### src/rtl/if_id_buffer_pkg.sv
// Shared MIPS pipeline constants and types for the fetch/decode boundary.
// The PC register uses the same reset vector and word width.
package if_id_buffer_pkg;

  localparam int unsigned XLEN = 32;

  typedef logic [XLEN-1:0] word_t;

  localparam word_t MIPS_RESET_PC  = 32'h0000_3000;
  localparam word_t MIPS_NOP_INSTR = 32'h0000_0000;

  typedef struct packed {
    word_t pc;
    word_t instr;
  } entry_t;

  // Occupancy of the two-slot skid buffer
  typedef enum logic [1:0] {
    CNT_EMPTY = 2'd0,
    CNT_ONE   = 2'd1,
    CNT_FULL  = 2'd2
  } count_e;

endpackage

### src/rtl/if_id_buffer_if.sv
// Fetch-to-decode handshake bundle; the buffer sits on the slave modport.
interface if_id_buffer_if;
  import if_id_buffer_pkg::*;

  word_t if_pc;
  word_t if_instr;
  logic  if_valid;
  logic  if_ready;
  logic  flush;
  logic  id_ready;
  logic  id_valid;
  word_t id_pc;
  word_t id_instr;
  word_t id_pc8;
  logic  id_adel;

  modport master (
    output if_pc, if_instr, if_valid, flush, id_ready,
    input  if_ready, id_valid, id_pc, id_instr, id_pc8, id_adel
  );

  modport slave (
    input  if_pc, if_instr, if_valid, flush, id_ready,
    output if_ready, id_valid, id_pc, id_instr, id_pc8, id_adel
  );

endinterface

### src/rtl/if_id_buffer.sv
// Two-entry FIFO between fetch and decode; decode outputs come straight from
// the head slot registers, so nothing from the fetch side reaches them combinationally.
module if_id_buffer
  import if_id_buffer_pkg::*;
#(
  parameter word_t RESET_PC  = MIPS_RESET_PC,
  parameter word_t NOP_INSTR = MIPS_NOP_INSTR
) (
  input  logic                 clk,
  input  logic                 reset,
  if_id_buffer_if.slave        bus
);

  count_e count_q, count_d;
  entry_t slot0_q, slot0_d;
  entry_t slot1_q, slot1_d;

  logic   push;
  logic   pop;
  entry_t incoming;

  assign incoming = '{pc: bus.if_pc, instr: bus.if_instr};

  assign bus.if_ready = (count_q != CNT_FULL);
  assign bus.id_valid = (count_q != CNT_EMPTY);

  assign push = bus.if_valid && bus.if_ready && !bus.flush;
  assign pop  = bus.id_valid && bus.id_ready && !bus.flush;

  always_ff @(posedge clk or negedge reset) begin
    if (!reset) begin
      count_q <= CNT_EMPTY;
      slot0_q <= '{pc: RESET_PC, instr: NOP_INSTR};
      slot1_q <= '{pc: RESET_PC, instr: NOP_INSTR};
    end else begin
      count_q <= count_d;
      slot0_q <= slot0_d;
      slot1_q <= slot1_d;
    end
  end

  // flush only clears occupancy; slot contents are deliberately retained
  always_comb begin
    count_d = count_q;
    slot0_d = slot0_q;
    slot1_d = slot1_q;
    if (bus.flush) begin
      count_d = CNT_EMPTY;
    end else begin
      unique case (count_q)
        CNT_EMPTY: begin
          if (push) begin
            slot0_d = incoming;
            count_d = CNT_ONE;
          end
        end
        CNT_ONE: begin
          if (push && pop) begin
            slot0_d = incoming;
          end else if (push) begin
            slot1_d = incoming;
            count_d = CNT_FULL;
          end else if (pop) begin
            count_d = CNT_EMPTY;
          end
        end
        CNT_FULL: begin
          if (pop) begin
            slot0_d = slot1_q;
            count_d = CNT_ONE;
          end
        end
        default: count_d = CNT_EMPTY;
      endcase
    end
  end

  assign bus.id_pc    = slot0_q.pc;
  assign bus.id_instr = bus.id_valid ? slot0_q.instr : NOP_INSTR;
  assign bus.id_pc8   = slot0_q.pc + 32'd8;
  assign bus.id_adel  = bus.id_valid && (slot0_q.pc[1:0] != 2'b00);

endmodule

### src/flat_wrapper.sv
// flat-port wrapper written by rule: the top's interface ports become plain ports
module if_id_buffer_flat import if_id_buffer_pkg::*;
#(
  parameter word_t RESET_PC  = MIPS_RESET_PC,
  parameter word_t NOP_INSTR = MIPS_NOP_INSTR
)
  (clk, reset, bus_if_pc, bus_if_instr, bus_if_valid, bus_flush, bus_id_ready, bus_if_ready, bus_id_valid, bus_id_pc, bus_id_instr, bus_id_pc8, bus_id_adel);
  if_id_buffer_if bus_i ();
  input  logic clk;
  input  logic reset;
  input wire logic [$bits(bus_i.if_pc)-1:0] bus_if_pc;
  input wire logic [$bits(bus_i.if_instr)-1:0] bus_if_instr;
  input wire logic [$bits(bus_i.if_valid)-1:0] bus_if_valid;
  input wire logic [$bits(bus_i.flush)-1:0] bus_flush;
  input wire logic [$bits(bus_i.id_ready)-1:0] bus_id_ready;
  output wire logic [$bits(bus_i.if_ready)-1:0] bus_if_ready;
  output wire logic [$bits(bus_i.id_valid)-1:0] bus_id_valid;
  output wire logic [$bits(bus_i.id_pc)-1:0] bus_id_pc;
  output wire logic [$bits(bus_i.id_instr)-1:0] bus_id_instr;
  output wire logic [$bits(bus_i.id_pc8)-1:0] bus_id_pc8;
  output wire logic [$bits(bus_i.id_adel)-1:0] bus_id_adel;
  assign bus_i.if_pc = bus_if_pc;
  assign bus_i.if_instr = bus_if_instr;
  assign bus_i.if_valid = bus_if_valid;
  assign bus_i.flush = bus_flush;
  assign bus_i.id_ready = bus_id_ready;
  assign bus_if_ready = bus_i.if_ready;
  assign bus_id_valid = bus_i.id_valid;
  assign bus_id_pc = bus_i.id_pc;
  assign bus_id_instr = bus_i.id_instr;
  assign bus_id_pc8 = bus_i.id_pc8;
  assign bus_id_adel = bus_i.id_adel;
  if_id_buffer #(.RESET_PC(RESET_PC), .NOP_INSTR(NOP_INSTR)) u_core (.clk(clk), .reset(reset), .bus(bus_i));
endmodule
### config.mk
export PLATFORM = sky130hd
export DESIGN_NAME = if_id_buffer_flat
export DESIGN_NICKNAME = d
export VERILOG_FILES = /design/src/rtl/if_id_buffer_pkg.sv /design/src/rtl/if_id_buffer_if.sv /design/src/rtl/if_id_buffer.sv /design/src/flat_wrapper.sv
export SDC_FILE = /design/constraint.sdc
export NUM_CORES = 1
export LEC_CHECK = 0
export CAP_MARGIN = 0
export CORE_UTILIZATION = 38
export DETAILED_ROUTE_END_ITERATION = 8
export SLEW_MARGIN = 20
export SYNTH_ARGS = -nofsm -noshare
export SYNTH_HDL_FRONTEND = slang
export SYNTH_SLANG_ARGS = --single-unit
### constraint.sdc
create_clock -name clk -period 2.47 [get_ports clk]
set_clock_uncertainty 0.2 [all_clocks]
set_input_delay 0.494 -clock clk [delete_from_list [all_inputs] [get_ports clk]]
set_output_delay 0.494 -clock clk [all_outputs]
set_load 0.02 [all_outputs]
### Yosys cells after proc, flatten, opt, wreduce, memory -nomap -nowiden

Cells that the tools add are included.

| storage, ports and cells | value |
|---|---|
| register bits after elaboration | 130 |
| input port bits | 69 |
| output and inout bits | 99 |
| logic and storage cells | 44 |

| cells by class | value |
|---|---|
| add/sub/neg operators | 1 |
| eq/ne operators | 10 |
| mux-type cells | 12 |
| bitwise operators | 2 |
| reductions and logical operators | 14 |

Operators by type and width:

| cell | count |
|---|---|
| 2-to-1 mux 64 bit | 3 |
| one-hot mux 64 bit (3 select lines) | 1 |
| adder 32 x 4 -> 32 bit (second input constant) | 1 |
| 2-to-1 mux 32 bit | 1 |
| 2-to-1 mux 2 bit | 6 |
| AND reduction 4 bit | 2 |
| logical AND 1 bit | 6 |
| != test 2 x 1 -> 1 bit (second input constant) | 3 |
| != test 3 x 2 -> 1 bit (second input constant) | 2 |
| one-hot mux 2 bit (3 select lines) | 1 |
| AND reduction 5 bit | 1 |
| != test 4 x 2 -> 1 bit (second input constant) | 1 |
| nonzero test 2 bit | 2 |
| != test 3 bit (second input constant) | 1 |
| nonzero test 3 bit | 1 |
| == test 2 x 1 -> 1 bit (second input constant) | 1 |
| == test 2 bit (second input constant) | 1 |
| zero test 2 bit | 1 |
| != test 2 bit (second input constant) | 1 |
| inverter 1 bit | 2 |
| zero test 1 bit | 1 |

### Logic depth before layout (Yosys ltp)

Gate-level depths: netlist of run 1.

| depth | value |
|---|---|
| depth in word-level cells | 8 |
| gate-level depth with buffers | 6 |
| gate-level depth less buffers | 5 |

### Worst setup path before layout of run 1

No wires, ideal clock.

| timing | value |
|---|---|
| kind | register -> output |
| start point | reg u_core.slot0_q (netlist bit u_core.bus.id_pc[12]) |
| end point | out bus_id_pc8[26] |
| data arrival time | 1765 ps |
| setup slack | 11 ps |
| cell stages (with the launch flop) | 5 |
| buffers on the path | 0 |
| cell sequence | dfstp_2 nand3_1 nor4_4 nand4_1 xnor2_1 |

| between the ends | value |
|---|---|
| cells in the longest elaborated chain, start to end | 1 |

RTL lines:

| item | line | RTL |
|---|---|---|
| start: declaration | if_id_buffer.sv:15 | `entry_t slot0_q, slot0_d;` |
| start signal: assignment | if_id_buffer.sv:33 | `slot0_q <= '{pc: RESET_PC, instr: NOP_INSTR};` |
| start signal: assignment | if_id_buffer.sv:37 | `slot0_q <= slot0_d;` |
| adder 32 x 4 -> 32 bit | if_id_buffer.sv:80 | `assign bus.id_pc8 = slot0_q.pc + 32'd8;` |
| end: declaration | flat_wrapper.sv:20 | `output wire logic [$bits(bus_i.id_pc8)-1:0] bus_id_pc8;` |

Every way passes these cells.

### Worst setup path after layout of run 1

Ends and elaborated chain as after synthesis.

==> results of run 1 <==
registers in the layout, summed over array words and instances (netlist names):
signal / cells
u_core.slot0_q: 32
u_core.count_q: 2
u_core.bus.id_pc: 32
u_core.slot1_q: 64
what timing repair did:
action,4_1_cts,5_1_grt
endpoints found under the setup margin,61,27
buffers inserted,6,3
hold buffers,1,0
hold endpoints to repair,43,0
gates resized for setup,191,20
pin swaps,20,12
worst min-delay path by stage:
stage	cells past startpoint	end	slack [ps]
finish	1	u_core.slot1_q[13]	300
global route	1	u_core.slot1_q[55]	310
CTS	1	u_core.slot0_q[18]	300
detailed placement	1	u_core.slot0_q[24]	280
global placement	1	u_core.slot1_q[49]	280
floorplan	0	u_core.bus.id_pc[0]	-2
final cells by class:
class                   instances  share of cell area, %
well taps                     229                   2.93
diodes                          1                 0.0256
clock buffers                  22                   4.74
clock inverters                10                   1.84
multi-input cells             317                   34.6
inverters                       4                  0.153
flip-flops and latches        130                   33.3
repair buffers                232                   22.5
layer usage:
metal	vias to the layer above	GRT usage, %	routed length [µm]
met5	-	0	0
met4	0	6.23	220
met2	114	30.0	8100
met1	2309	22.8	6980
li1	2126	-	-
met3	15	5.67	844
power groups by stage:
stage	Combinational [mW]	Clock [mW]	Sequential [mW]
3_3_place_gp	2.48	0	2.93
5_1_grt	2.66	2.92	3.01
3_5_place_dp	2.53	0	2.96
2_1_floorplan	1.53	0	2.94
4_1_cts	2.48	2.81	2.94
6_report	2.48	2.75	2.94
cells in the final DEF, fill, tap and decap left out, types with 3 or more instances in the layout:
cell and instances:
and3_1 3, buf_12 9, buf_4 72, buf_6 7, bufinv_16 5, clkbuf_1 3, clkbuf_16 17, clkdlybuf4s50_1 103
clkinv_2 3, dfrtp_1 125, dfstp_2 4, dlygate4sd2_1 37, inv_1 4, mux2_2 129, mux2_4 57, mux2i_1 7
nand2_1 9, nand3_1 7, nand3_2 3, nand3_4 4, nand4_1 6, nor2_1 6, nor2_2 3, nor2b_1 33
nor4_4 3, xnor2_1 16, xnor2_2 4, xor2_1 6
critical path, delay by kind of cell, from the launching register on:
family,cells,cell delay (ps)
buffers and inverters,2,330
xor gates and xnor gates,1,200
and+or+nand+nor,3,550
DFF,1,550
stage by stage:
step                instances  instance area [µm²]  utilization [%]  TNS (ps)  worst slack, ps
finish                    945                 9790             54.5     -3640             -259
global route              944                 9790             54.5     -6840             -427
CTS                       944                 9710             54.1     -4380             -287
detailed placement        905                 9010             50.1     -7040             -437
global placement          905                 9010             50.1     -6050             -380
floorplan                 510                 6960                -         0             11.1
logic make-up (layout without fill, tap and decap cells):
group	after synthesis	count (layout)	synth area share (%)
fa+ha+maj	1	1	0.180
simple gates	93	93	8.02
buf+inv	63	268	7.08
mux	193	193	34.2
other cells	0	1	0
flops	130	130	46.8
xor+xnor	27	27	3.40
compound gates	3	3	0.342
==> metrics.md, run 1 <==
| Metric | Value |
|---|---|
| Post-route setup slack | -259 ps |
| Synth area leaders | dfrtp_1 (45%), mux2_2 (21%), mux2_4 (12%), buf_4 (3.8%), nor2b_1 (3.0%) |
| FP Rows | 49 |
| Reg-to-reg setup timing slack | 400 ps |
| GR Util All Layers | 18.3% |
| Crit Path Class | flip-flop to primary output |
| WL final | 16,100 µm |
| Fin crit period | 2730 ps |
| Vias | 4,564 |
| Slew Viols, Final | 0 |
| Total power | 8.17 mW |
| Final Setup Violations | 22 |
| Chip Height | 137 µm |
| Hold slack | 299 ps |
| Crit. Startpoint | u_core.bus.id_pc[12] |
| Most area-hungry cell type in the Yosys netlist | dfrtp_1 |
| Max-slew headroom | 66.2% |
| Number of CTS-inserted buffers | 17 |
| Ys async rst share | 100% |
| Core Box Area | 18,000 µm² |
| Switching power share of the total | 27.8% |
| Final Hold Vio Count | 0 |
| Critical path startpoint category | flip-flop |
| DRT iter0 DRCs | 121 |
| Commonest cells post-synth | mux2_2 (129), dfrtp_1 (126), mux2_4 (57) |
| Port buffer count | 167 |
| Pwr/cell area | 834 nW/µm² |
| Worst setup path end | bus_id_pc8[26] |
| Worst slew pin tran | 506 ps |
| Sequential area share after synthesis | 46.8% |
| Share of layout cells above drive strength 1 | 47.7% |
| First-pass GRT wire length | 26,200 µm |
| Max-cap violation count | 0 |
| Slowest cell on the critical path | dfstp_2 |
| Count leader, synth | mux2_2 |
| Warnings, synthesis | 0 |
| DR vias/cell | 4.83 |
| Gate power share | 30.3% |
| Required @ worst endpoint | 1780 ps |
| Number of global-route vias before repair | 5,013 |
| Reg-to-Reg End | u_core.bus.id_pc[14] |
| DRT Pass-1 Iters | 4 |
| Initial antenna violation count | 0 |
| IR drop worst, VDD | 457 µV |
| Syn avg cell area | 13.6 µm² |
| Syn-to-layout area delta | 40.7% |
| Reg area | 3260 µm² |
| Die area | 18,900 µm² |
| EDFF count, synth | 0 |
| Biggest cell delay along the critical path | 550 ps |
| FF-to-FF path depth | 5 |
| Routability cong. | 0.785 |
| WP data arrival | 2030 ps |
| Crit Path Max Fanout | 7 |
| CP cell instances | nand3_4 -> nor4_4 -> buf_6 -> nand4_1 -> xnor2_1 -> buf_4 |
| CTS root buffer | clkbuf_16 |
| CP Capture Type | primary output |
| Switching pwr | 2.27 mW |
| Clk pwr share | 33.6% |
| P_leak | 4.54 nW |
| Reg clk slew, reported paths | 60 ps |
| Nets@finish | 772 |
| Seq cells post-synth | 130 |
| RSZ-0062 raised after global routing | true |
| Mapped Cells | 510 |
| Area of the multi-input gates | 3390 µm² |
| Sink Count | 130 |
| Main synth FF type | dfrtp_1 |
| Achievable clock frequency | 366 MHz |
| Max Root-Sink Buffers | 2 |
| R2r startpoint | u_core.count_q[0] |
| Die W | 137 µm |
| Hold Crit Start | u_core.slot1_q[13] |
| Largest net degree at the start of global routing | 52 |
| Top Ports | 168 |
| Status | finished, violations left |
| Total congestion overflow | 0 |
| Worst-Skew Late Latency | 410 ps |
| DRC viols | 0 |
| Sequential fraction of design power | 36.0% |
| Initial core utilization | 38.7% |
| Hpwl dp | 11,300 µm |
| Synthesized cell area | 6960 µm² |
| H-tree depth | 4 |
| Final ANT Viol Nets | 0 |
| Filler cells | 1,535 |
| Tcrit/Tclk final | 110% |
| Synth unique cells | 34 |
| TritonCTS clock tree | done |
| Post-synth net total | 580 |
| Share of the synthesized area in the top cell type | 45.3% |
| Violated checks | negative setup slack |
| HP Class | flip-flop to flip-flop |
| Int Power | 5.89 mW |
| Wire per inst | 17.1 µm |
(Power assumes the default switching activity.)
==> run 2: changes to the inputs <==
--- a/config.mk
+++ b/config.mk
@@ -6,8 +6,9 @@
 export NUM_CORES = 1
 export LEC_CHECK = 0
 export CAP_MARGIN = 0
-export CORE_UTILIZATION = 38
+export CORE_UTILIZATION = 35
 export DETAILED_ROUTE_END_ITERATION = 8
+export PLACE_DENSITY = 0.69
 export SLEW_MARGIN = 20
 export SYNTH_ARGS = -nofsm -noshare
 export SYNTH_HDL_FRONTEND = slang
==> run 2 against run 1 <==
The run still ends with negative setup slack left. Setup slack got worse by 63 ps. Final area is 0.17% higher. Hold slack got worse by 0.52 ps. Clock power down 10%. Sequential power barely moved. Die area increased by 8.4%. Sequential cell count stayed put. Sequential share of layout area is essentially flat. Register-to-register slack better by 80 ps. Via count up 0.28%. Critical path depth is the same. Critical path type unchanged. Largest power group unchanged.
==> metrics.md, run 2 (synthesis gave the netlist of run 1 again) <==
| Metric | Value |
|---|---|
| DRT Pass-1 Iters | 4 |
| FP Rows | 51 |
| Max-cap violation count | 0 |
| Hold path depth | 1 |
| Final core occ | 50.4% |
| Total congestion overflow | 0 |
| Worst-Skew Late Latency | 410 ps |
| CP Capture Type | primary output |
| Reg clk slew, reported paths | 60 ps |
| Most common cell after layout, fill and taps aside | mux2_2 |
| Core Box Area | 19,500 µm² |
| Total power | 7.90 mW |
| Chip Height | 143 µm |
| Hpwl dp | 11,300 µm |
| RSZ-0062 raised after global routing | true |
| Critical path startpoint category | flip-flop |
| Routability cong. | 0.807 |
| P_leak | 4.59 nW |
| Final std cells w/o fill | 981 |
| FF-to-FF path depth | 4 |
| IR drop worst, VDD | 454 µV |
| Largest net degree at the start of global routing | 59 |
| Port buffer count | 167 |
| Number of global-route vias before repair | 5,072 |
| H-tree depth | 4 |
| Worst slew pin tran | 389 ps |
| TritonCTS clock tree | done |
| Sink Count | 130 |
| Max Root-Sink Buffers | 2 |
| GR Util All Layers | 16.8% |
| First-pass GRT wire length | 26,200 µm |
| Pwr/cell area | 805 nW/µm² |
| DRC viols | 0 |
| Reg with most FFs | u_core.slot1_q |
| Initial antenna violation count | 0 |
| WL final | 16,300 µm |
| Hold slack | 298 ps |
| Crit Path Max Fanout | 7 |
| Die area | 20,500 µm² |
| Largest register FFs | 64 |
| Crit Path Class | flip-flop to primary output |
| Violated checks | negative setup slack |
| Die W | 143 µm |
| Fin crit period | 2790 ps |
| Initial core utilization | 35.8% |
| Max-slew headroom | 74.0% |
| DRT iter0 DRCs | 136 |
| Post-route setup slack | -322 ps |
| Achievable clock frequency | 358 MHz |
| Antenna diodes | 0 |
| Nets@finish | 773 |
| Status | finished, violations left |
| Wire per inst | 16.6 µm |
| HP Class | flip-flop to flip-flop |
| Number of CTS-inserted buffers | 17 |
| Vias | 4,577 |
| Placed Cells | 934 |
| Pre-CTS WS | -502 ps |
| Syn-to-layout area delta | 40.9% |
| Required @ worst endpoint | 1780 ps |
| CTS root buffer | clkbuf_16 |
| Final ANT Viol Nets | 0 |
| Most frequent cells in the layout | mux2_2 (129), dfrtp_1 (124), clkdlybuf4s50_1 (102) |
| Share of layout cells above drive strength 1 | 48.3% |
| WP data arrival | 2100 ps |
| Final Setup Violations | 21 |
| Tcrit/Tclk final | 113% |
| Top Ports | 168 |
| DR vias/cell | 4.67 |
| Final Hold Vio Count | 0 |
| Slew Viols, Final | 0 |
run 2: area by class of cell:
cell class,count,area [µm²]
repair buffers,233,2240
fillers,1708,9650
clock buffers,19,453
flip-flops and latches,130,3260
multi-input cells,317,3370
inverters,4,15.0
clock inverters,13,136
well taps,265,332
run 2: report_power, final:
part	total, mW	switching (mW)	internal [mW]	leakage [nW]
combinational	2.49	1.09	1.39	2.75
clock	2.47	0.936	1.53	0.281
sequential	2.94	0.279	2.66	1.56
total	7.90	2.31	5.59	4.59
run 2: per-stage QoR:
stage               area, µm²  TNS, ps
finish                   9810    -4670
CTS                      9660    -4970
detailed placement       9010    -7820
global route             9810    -7460
floorplan                6960        0
global placement         9010    -6210
run 2: critical path: stages, from the launching register on:
cell and delay (ps):
dfstp_2 560, nand3_4 130, nor4_4 330, buf_6 180
nand4_1 100, xnor2_1 200, buf_4 180
run 2: routing by layer:
metal / routed length (µm) / global-route usage [%]
met1: 7050 / 20.4
met2: 8340 / 28.8
met3: 659 / 3.96
met4: 252 / 6.34
met5: 0 / 0
run 2: final timing paths:
check | startpoint | end | slack (ps)
setup / recovery | u_core.bus.id_pc[13] | bus_id_pc8[26] | -320
hold / removal | u_core.slot1_q[59] | u_core.slot1_q[59] | 300
setup reg to reg | u_core.count_q[0] | u_core.bus.id_pc[26] | 480
hold reg to reg | u_core.slot1_q[59] | u_core.slot1_q[59] | 300
max in group asynchronous | reset | u_core.bus.id_pc[13] | 1010
min in group asynchronous | reset | u_core.slot1_q[13] | 350
run 2: what timing repair did:
| action | CTS | global route |
|---|---|---|
| setup endpoints to repair | 62 | 25 |
| resized for setup | 189 | 25 |
| endpoints found under the hold margin | 37 | 0 |
| pin swaps | 21 | 15 |
| gates cloned | 1 | 0 |
| hold buffers | 1 | 0 |
| setup buffers | 5 | 9 |
==> run 3: changes to the inputs <==
--- a/config.mk
+++ b/config.mk
@@ -5,6 +5,7 @@
 export SDC_FILE = /design/constraint.sdc
 export NUM_CORES = 1
 export LEC_CHECK = 0
+export ABC_AREA = 1
 export CAP_MARGIN = 0
 export CORE_UTILIZATION = 35
 export DETAILED_ROUTE_END_ITERATION = 8
==> run 3 against run 2 <==
Die area fell by 2.0%. Critical endpoint is now bus_id_pc8[30]. Sequential share of layout area increased by 0.076 points. Final cell count is 41% higher. Register-to-register slack got worse by 30 ps. The run still ends with negative setup slack left. Fmax rose by 8.1%.
==> metrics.md, run 3 <==
| Metric | Value |
|---|---|
| Post-route setup slack | -114 ps |
| Vias | 6,340 |
| Final Setup Violations | 12 |
| Final Hold Vio Count | 0 |
| FF-to-FF path depth | 9 |
| WP data arrival | 1890 ps |
| Most common cell after layout, fill and taps aside | nand2_1 |
| Max Root-Sink Buffers | 2 |
| DRT iter0 DRCs | 319 |
| Synth unique cells | 21 |
| Antenna diodes | 0 |
| Share of the synthesized area in the top cell type | 46.2% |
| IR drop worst, VDD | 681 µV |
| Reg clk slew, reported paths | 60 ps |
| Achievable clock frequency | 387 MHz |
| Largest net degree at the start of global routing | 69 |
| Synthesized cell area | 6820 µm² |
| Area of the multi-input gates | 2940 µm² |
| Wire per inst | 13.2 µm |
| CP Capture Type | primary output |
| Final instance area | 9800 µm² |
| Die area | 20,000 µm² |
| DRT Pass-1 Iters | 5 |
| Count leader, synth | nand2_1 |
| Max-cap violation count | 0 |
| Crit Path Max Fanout | 2 |
| TritonCTS clock tree | done |
| Pwr/cell area | 1220 nW/µm² |
| GR Util All Layers | 18.8% |
| Critical path startpoint category | flip-flop |
| Placed cell area | 8930 µm² |
| Number of CTS-inserted buffers | 17 |
| Hpwl dp | 12,700 µm |
| CTS root buffer | clkbuf_16 |
| Synth area leaders | dfrtp_1 (46%), nand2_1 (14%), o21ai_0 (8.7%), nor2_1 (6.4%), inv_1 (6.1%) |
| Slew Viols, Final | 0 |
| HP Class | flip-flop to flip-flop |
| WL final | 18,300 µm |
| Filler cells | 1,795 |
| Syn-to-layout area delta | 43.7% |
| First-pass GRT wire length | 29,500 µm |
| Status | finished, violations left |
| Total congestion overflow | 0 |
| Port buffer count | 167 |
| Commonest cells post-synth | nand2_1 (255), dfrtp_1 (126), o21ai_0 (119) |
| Fin crit period | 2580 ps |
| Nets@finish | 1,177 |
| Tcrit/Tclk final | 105% |
| Violated checks | negative setup slack |
| Worst-Skew Late Latency | 420 ps |
| H-tree depth | 4 |
| FP Rows | 50 |
| Reg area | 3270 µm² |
| Most area-hungry cell type in the Yosys netlist | dfrtp_1 |
| DR vias/cell | 4.60 |
| Sink Count | 130 |
| Hold slack | 308 ps |
| Post-synth net total | 996 |
| Core Box Area | 18,900 µm² |
| Number of global-route vias before repair | 6,036 |
| Required @ worst endpoint | 1780 ps |
| Share of layout cells above drive strength 1 | 18.2% |
| P_leak | 4.70 nW |
| Sequential area share after synthesis | 47.8% |
| Final core occ | 51.9% |
| Worst slew pin tran | 540 ps |
| Seq cells post-synth | 130 |
| DRC viols | 0 |
| Total negative setup slack | -691 ps |
| Hold path depth | 2 |
| Largest register FFs | 64 |
| Pre-CTS WS | -119 ps |
| Chip Height | 142 µm |
| Mapped Cells | 926 |
| Die W | 142 µm |
| Final ANT Viol Nets | 0 |
| Ys async rst share | 100% |
| EDFF count, synth | 0 |
| Top Ports | 168 |
| Most frequent cells in the layout | nand2_1 (233), dfrtp_1 (120), o21ai_0 (119) |
| RSZ-0062 raised after global routing | true |
| Main synth FF type | dfrtp_1 |
| Syn avg cell area | 7.36 µm² |
| Initial antenna violation count | 0 |
| Max-slew headroom | 64.0% |
| Initial core utilization | 36.1% |
| Routability cong. | 0.995 |
| Reg with most FFs | u_core.slot1_q |
| Warnings, synthesis | 0 |
| Crit Path Class | flip-flop to primary output |
## run 3: changes by cell type in the layout (fill, tap and decap cells not counted), moves of 15 or more
| cell | change |
|---|---|
| nand2_2 | +17 |
| o21ai_1 | +39 |
| inv_1 | +106 |
| a21oi_1 | +33 |
| mux2_2 | -129 |
| nor2_1 | +78 |
| nor2b_1 | -33 |
| nand2_1 | +228 |
| nor2_4 | +15 |
| o21ai_0 | +119 |
| mux2_4 | -57 |
## run 3: layout make-up
| type | instances | share of cell area [%] |
|---|---|---|
| sequential | 130 | 33.3 |
| multi-input combinational | 603 | 30.0 |
| timing repair buffer | 242 | 23.3 |
| clock buffer | 20 | 4.66 |
| inverter | 113 | 4.33 |
| tap | 260 | 3.32 |
| clock inverter | 11 | 1.15 |
## run 3: path summary, 6_finish.rpt
check                                     startpoint                  to  slack [ps]
worst max-delay path            u_core.bus.id_pc[12]      bus_id_pc8[30]        -110
min in group asynchronous                      reset  u_core.slot1_q[22]         390
max in group asynchronous                      reset  u_core.slot1_q[45]        1040
worst min-delay path              u_core.slot0_q[21]  u_core.slot0_q[21]         310
worst max register to register     u_core.count_q[0]   u_core.slot0_q[2]         450
worst min register to register    u_core.slot0_q[21]  u_core.slot0_q[21]         310
## run 3: kinds of logic after synthesis
family,share of synthesized area [%]
adders and majority gates,0.183
xor gates and xnor gates,1.93
DFF,47.8
and+or+nand+nor,22.7
buffers and inverters,13.2
AOI/OAI and AO/OA,14.3
## run 3: layer usage
metal	share of wire, %	up-vias	GRT usage (%)
met5	0	-	0
met4	1.5	0	6.73
met2	47	197	30.9
met1	45	2923	23.4
li1	-	3199	-
met3	7.2	21	5.74
## run 3: repair_timing
action | CTS | global route
setup endpoints to repair | 58 | 30
buffers inserted | 6 | 4
resized for setup | 177 | 84
endpoints found under the hold margin | 39 | 0
pin swaps | 7 | 29
hold buffers | 1 | 0
## run 3: worst max-delay path, stage by stage, from the launching register on
cell and delay (ps):
dfstp_2 550, buf_6 110, nand2_4 50, nor2_4 120, nand2_2 80, nor2_4 150, buf_6 120, nand2_2 40
nand2_1 60, nand2_1 60, buf_6 130
## run 3: where the power goes
part	leakage (nW)	internal, mW	switching, mW
Sequential	1.53	3.16	0.501
Combinational	2.89	2.51	3.36
Clock	0.277	1.52	0.906
## run 3: through the flow
stage	cells	power, mW
floorplan	926	7.01
global placement	1337	9.48
detailed placement	1337	9.56
CTS	1375	11.8
global route	1379	12.8
finish	1379	12.0
